[config.mk]
export PLATFORM = sky130hd
export DESIGN_NAME = seq_slice_alu
export DESIGN_NICKNAME = d
export VERILOG_FILES = /design/src/rtl/seq_slice_alu.sv
export SDC_FILE = /design/constraint.sdc
export NUM_CORES = 1
export LEC_CHECK = 0
export CORE_UTILIZATION = 63
export DETAILED_ROUTE_END_ITERATION = 6
export DONT_BUFFER_PORTS = 1
export PLACE_DENSITY = 0.88
export RECOVER_POWER = 100
export SYNTH_ARGS = -nofsm -noshare
export SYNTH_HDL_FRONTEND = slang
export SYNTH_SLANG_ARGS = --single-unit
[constraint.sdc]
create_clock -name clk -period 4.95 [get_ports clk]
set_clock_uncertainty 0.05 [all_clocks]
set_input_delay 0.495 -clock clk [delete_from_list [all_inputs] [get_ports clk]]
set_output_delay 0.495 -clock clk [all_outputs]
set_load 0.005 [all_outputs]
[src/rtl/seq_slice_alu.sv]
// Bit-serial-by-slice adder/subtractor: one SLICE-bit chunk per clock,
// valid/ready handshake on both sides, flags registered with the last slice.
module seq_slice_alu #(
    parameter int WIDTH = 16,
    parameter int SLICE = 4
) (
    input  logic             clk,
    input  logic             rst_n,
    input  logic             in_valid,
    output logic             in_ready,
    input  logic [1:0]       op,
    input  logic [WIDTH-1:0] x,
    input  logic [WIDTH-1:0] y,
    input  logic             cin,
    output logic             out_valid,
    input  logic             out_ready,
    output logic [WIDTH-1:0] z,
    output logic             sign,
    output logic             zero,
    output logic             carry,
    output logic             parity,
    output logic             overflow
);
    localparam int NSLICE = WIDTH / SLICE;
    localparam int IDXW   = (NSLICE > 1) ? $clog2(NSLICE) : 1;
    localparam logic [IDXW-1:0] LAST_IDX = IDXW'(NSLICE - 1);

    generate
        if (SLICE < 1 || (WIDTH % SLICE) != 0) begin : g_bad_slice
            $error("seq_slice_alu: WIDTH must be an integer multiple of SLICE");
        end
    endgenerate

    typedef enum logic [1:0] {IDLE, RUN, DONE} state_t;

    state_t           state_reg, state_next;
    logic [WIDTH-1:0] a_reg, b_reg, z_reg, z_next;
    logic [IDXW-1:0]  idx_reg;
    logic             c_reg;
    logic             sign_reg, zero_reg, carry_reg, parity_reg, overflow_reg;
    logic [SLICE-1:0] a_sl, b_sl;
    logic [SLICE:0]   sl_sum;
    logic             carry_into_msb;

    always_ff @(posedge clk or negedge rst_n) begin
        if (!rst_n) state_reg <= IDLE;
        else        state_reg <= state_next;
    end

    always_comb begin
        state_next = state_reg;
        in_ready   = 1'b0;
        out_valid  = 1'b0;
        case (state_reg)
            IDLE: begin
                in_ready = 1'b1;
                if (in_valid) state_next = RUN;
            end
            RUN: begin
                if (idx_reg == LAST_IDX) state_next = DONE;
            end
            DONE: begin
                out_valid = 1'b1;
                if (out_ready) state_next = IDLE;
            end
            default: state_next = IDLE;
        endcase
    end

    // One slice of the ripple add; the MSB's own inputs recover its carry-in
    // so overflow can be formed without a second adder.
    always_comb begin
        a_sl   = a_reg[idx_reg*SLICE +: SLICE];
        b_sl   = b_reg[idx_reg*SLICE +: SLICE];
        sl_sum = {1'b0, a_sl} + {1'b0, b_sl} + {{SLICE{1'b0}}, c_reg};
        z_next = z_reg;
        z_next[idx_reg*SLICE +: SLICE] = sl_sum[SLICE-1:0];
        carry_into_msb = a_sl[SLICE-1] ^ b_sl[SLICE-1] ^ sl_sum[SLICE-1];
    end

    always_ff @(posedge clk or negedge rst_n) begin
        if (!rst_n) begin
            a_reg        <= '0;
            b_reg        <= '0;
            z_reg        <= '0;
            idx_reg      <= '0;
            c_reg        <= 1'b0;
            sign_reg     <= 1'b0;
            zero_reg     <= 1'b0;
            carry_reg    <= 1'b0;
            parity_reg   <= 1'b0;
            overflow_reg <= 1'b0;
        end else begin
            case (state_reg)
                IDLE: begin
                    if (in_valid) begin
                        // op[0] marks the subtracting forms, op[1] the carry-in forms
                        a_reg   <= x;
                        b_reg   <= op[0] ? ~y : y;
                        c_reg   <= op[1] ? cin : op[0];
                        idx_reg <= '0;
                    end
                end
                RUN: begin
                    z_reg <= z_next;
                    c_reg <= sl_sum[SLICE];
                    if (idx_reg == LAST_IDX) begin
                        idx_reg      <= '0;
                        sign_reg     <= z_next[WIDTH-1];
                        zero_reg     <= ~|z_next;
                        carry_reg    <= sl_sum[SLICE];
                        parity_reg   <= ^z_next;
                        overflow_reg <= carry_into_msb ^ sl_sum[SLICE];
                    end else begin
                        idx_reg <= idx_reg + 1'b1;
                    end
                end
                default: ;
            endcase
        end
    end

    assign z        = z_reg;
    assign sign     = sign_reg;
    assign zero     = zero_reg;
    assign carry    = carry_reg;
    assign parity   = parity_reg;
    assign overflow = overflow_reg;

endmodule

==> results_dict.tcl <==
set metrics [dict create \
    outcome "finished, violations left" \
    violations "max-capacitance violations, max-slew violations" \
    ys_warn_count 0 \
    initial_core_util_pct 66.1 \
    yosysTopAreaCell "dfrtp_1" \
    rsz0062_at_grt "false" \
    fill_cells 348 \
    clock_tree.buffer_depth 2 \
    power_w 0.00276 \
    avgSynthCellArea_sq_um 10.7 \
    grt_usage_pct 27.0 \
    gp_congestion 0.837 \
    p_clk_share_pct 17.4 \
    grt_max_degree 59 \
    synth_area_sq_um 3140 \
    drc 0 \
    hold_path_end "state_reg[1]" \
    worstSetupPathType "register to register" \
    ir_drop_mv 0.377 \
    p_sw_w 0.00120 \
    fmax_ghz 0.249 \
    grt_pass1_vias 2148 \
    crit_required_ns 5.11 \
    grt_pass1_wl_mm 10.3 \
    reg2reg_depth 9 \
    p_sw_share_pct 43.5 \
    drt_iter0_drc 161 \
    synth_cells 294 \
    wirelength_mm 6.25 \
    tightest_slew_ns 2.95 \
    core_sq_um 4750 \
    synthTopCellsByArea "dfrtp_1, nand2_1, xnor2_1" \
    rows 25 \
    r2r_slack_ns 0.94 \
    critPathMaxFanout 16 \
    die_area_sq_um 5270 \
    placement.cell_area_sq_um 3180 \
    start_kind "register" \
    slew_headroom_pct -96.7 \
    critPathArrivalTime_ns 4.18 \
    slew_violations 112 \
    async_reset_ff_share_pct 100 \
    reg2reg_from "idx_reg[0]" \
    cts_tree "built" \
    final_cell_area_sq_um 3370 \
    via_per_inst 5.99 \
    final_layout_size_suffix_gt1_share_pct 8.33 \
    first_pass_iters 4 \
    syn_nets 352 \
    finalHoldViolations 0 \
    endpoint_kind "register" \
    r2r_end "parity" \
    fin_crit_sh_pct 81.1 \
    cts.sinks 58 \
    stdcell_count 367 \
    min_from "out_ready" \
    tns_ns 0 \
    cts_made_buffers 9 \
    yosysSeqAreaShare_pct 46.2 \
    maxCapViolations 2 \
    clk_pin_slew_ns 0.06 \
    finalSetupViolCount 0 \
    postRouteAntennaNets 0 \
    htree_levels 3 \
    min_path_cells 1 \
    io_buffers 0 \
    antenna_found_initial 0 \
    synth_top_cell_area_share_pct 46.2 \
    syn2layout_area_growth_pct 7.41 \
    min_path_type "primary input to register" \
    clk_latency_ns 0.34 \
    fin_nets 353 \
    place_hpwl_mm 4.54 \
    grt-ovfl-total 0 \
    comb_power_share_pct 51.8 \
    hold-worst-slack_ns 0.206 \
    sequentialPowerShare_pct 30.9 \
    post-route-min-period_ns 4.01 \
    fp.dieW_um 72.6 \
    dp.cells 349 \
    postCtsResizedCells 0 \
    total_leakage_power_nw 1.53 \
    vias 2200 \
    ys_ff_latch 58 \
    synth.distinct_cells 35 \
    io_pins 62 \
    wl_per_cell_um 17.0 \
    die_y_um 72.6 \
    p_per_area_nw_per_um2 818 \
    intPower_w 0.00156 \
    diodes 0 \
    synth_edf_count 0 \
    cts_root_buf "clkbuf_8" \
    ys.flop_type "dfrtp_1" \
]
-- metrics by stage --
step	utilization [%]	setup slack, ns
after CTS	72.3	0.940
after detailed placement	66.9	0.963
after floorplan	-	1.45
after global routing	71.0	0.560
after global placement	66.9	1.14
final	71.0	0.937
-- area by class of cell --
cell class	count	area [sq um]	area share, %
inverter	11	41.3	1.22
tap	67	83.8	2.48
timing repair buffer	4	25.0	0.742
multi-input combinational	211	1550	46.1
sequential	58	1450	43.0
clock buffer	11	141	4.19
clock inverter	5	77.6	2.30
-- layer usage --
layer | part of all wire [%] | wire [um] | GRT usage [%]
met1 | 43 | 2710 | 34.0
met5 | 0 | 0 | 0
met4 | 1.4 | 86 | 11.5
met2 | 51 | 3190 | 44.1
met3 | 4.4 | 274 | 7.32
-- cells in the final DEF (no fill, tap or decap), types with 2 or more instances in the layout --
| cell type | n |
|---|---|
| nand2b_1 | 2 |
| clkinv_2 | 2 |
| a22o_1 | 8 |
| nand4_1 | 2 |
| a22oi_1 | 15 |
| nand3_1 | 2 |
| nor2_1 | 3 |
| dfrtp_1 | 58 |
| fa_1 | 2 |
| nand2_1 | 74 |
| ha_1 | 17 |
| mux2i_1 | 2 |
| a32o_1 | 8 |
| o31ai_1 | 3 |
| inv_1 | 11 |
| clkbuf_1 | 3 |
| xnor2_1 | 25 |
| o21ai_0 | 21 |
| nor4b_1 | 2 |
| nor2b_1 | 3 |
| bufinv_16 | 2 |
| mux4_2 | 7 |
| a21oi_1 | 3 |
| clkbuf_8 | 10 |
-- worst max path at each step --
stage | startpoint | to | slack [ns] | cells after the start
after floorplan | idx_reg[0] | parity | 1.45 | 12
final | idx_reg[0] | parity | 0.94 | 9
after global routing | idx_reg[0] | parity | 0.56 | 9
after detailed placement | idx_reg[0] | parity | 0.96 | 11
after global placement | idx_reg[0] | parity | 1.14 | 11
after CTS | idx_reg[0] | parity | 0.94 | 11
-- timing repair --
action | in CTS | in global routing
hold buffers | 2 | 0
hold endpoints to repair | 58 | 0
buffers inserted | 0 | 0
-- cells in the mapped netlist, drive strengths merged, types with 2 or more instances --
| library cell | number |
|---|---|
| nor4b | 3 |
| mux2i | 2 |
| nand2 | 74 |
| mux4 | 8 |
| nor2 | 3 |
| nand4 | 2 |
| nor2b | 3 |
| a21oi | 3 |
| o21ai | 21 |
| nand2b | 2 |
| nand3 | 2 |
| ha | 17 |
| and2 | 2 |
| dfrtp | 58 |
| inv | 11 |
| a22oi | 15 |
| a22o | 8 |
| fa | 2 |
| a32o | 8 |
| xnor2 | 25 |
| clkbuf | 6 |
| buf | 8 |
| o31ai | 3 |
-- cells by family after synthesis --
kind of cell / after synthesis / share of synthesized area [%]
adder cells (fa/ha/maj): 19 / 8.04
multiplexers: 10 / 6.49
buffers and inverters: 25 / 3.27
flip-flops: 58 / 46.2
XOR/XNOR: 25 / 6.97
AND/OR/NAND/NOR: 94 / 14.7
AO/OA/AOI/OAI: 63 / 14.4
-- power groups by stage --
| stage | Clock, W | Combinational, W | Sequential [W] |
|---|---|---|---|
| 4_1_cts | 0.000485 | 0.00146 | 0.000859 |
| 6_report | 0.000479 | 0.00143 | 0.000853 |
| 5_1_grt | 0.000507 | 0.00158 | 0.000884 |
| 2_1_floorplan | 0 | 0.00119 | 0.000777 |
| 3_3_place_gp | 0 | 0.00139 | 0.000848 |
| 3_5_place_dp | 0 | 0.00144 | 0.000866 |
-- worst max-delay path: stages (launching register included) --
cell and delay, ns:
dfrtp_1 0.87, inv_1 0.29, ha_1 0.53, nor4b_1 0.99
a22oi_1 0.21, ha_1 0.38, xnor2_1 0.19, xnor2_1 0.16
xnor2_1 0.13, o21ai_0 0.08
Power figures use the tool's default switching activity.
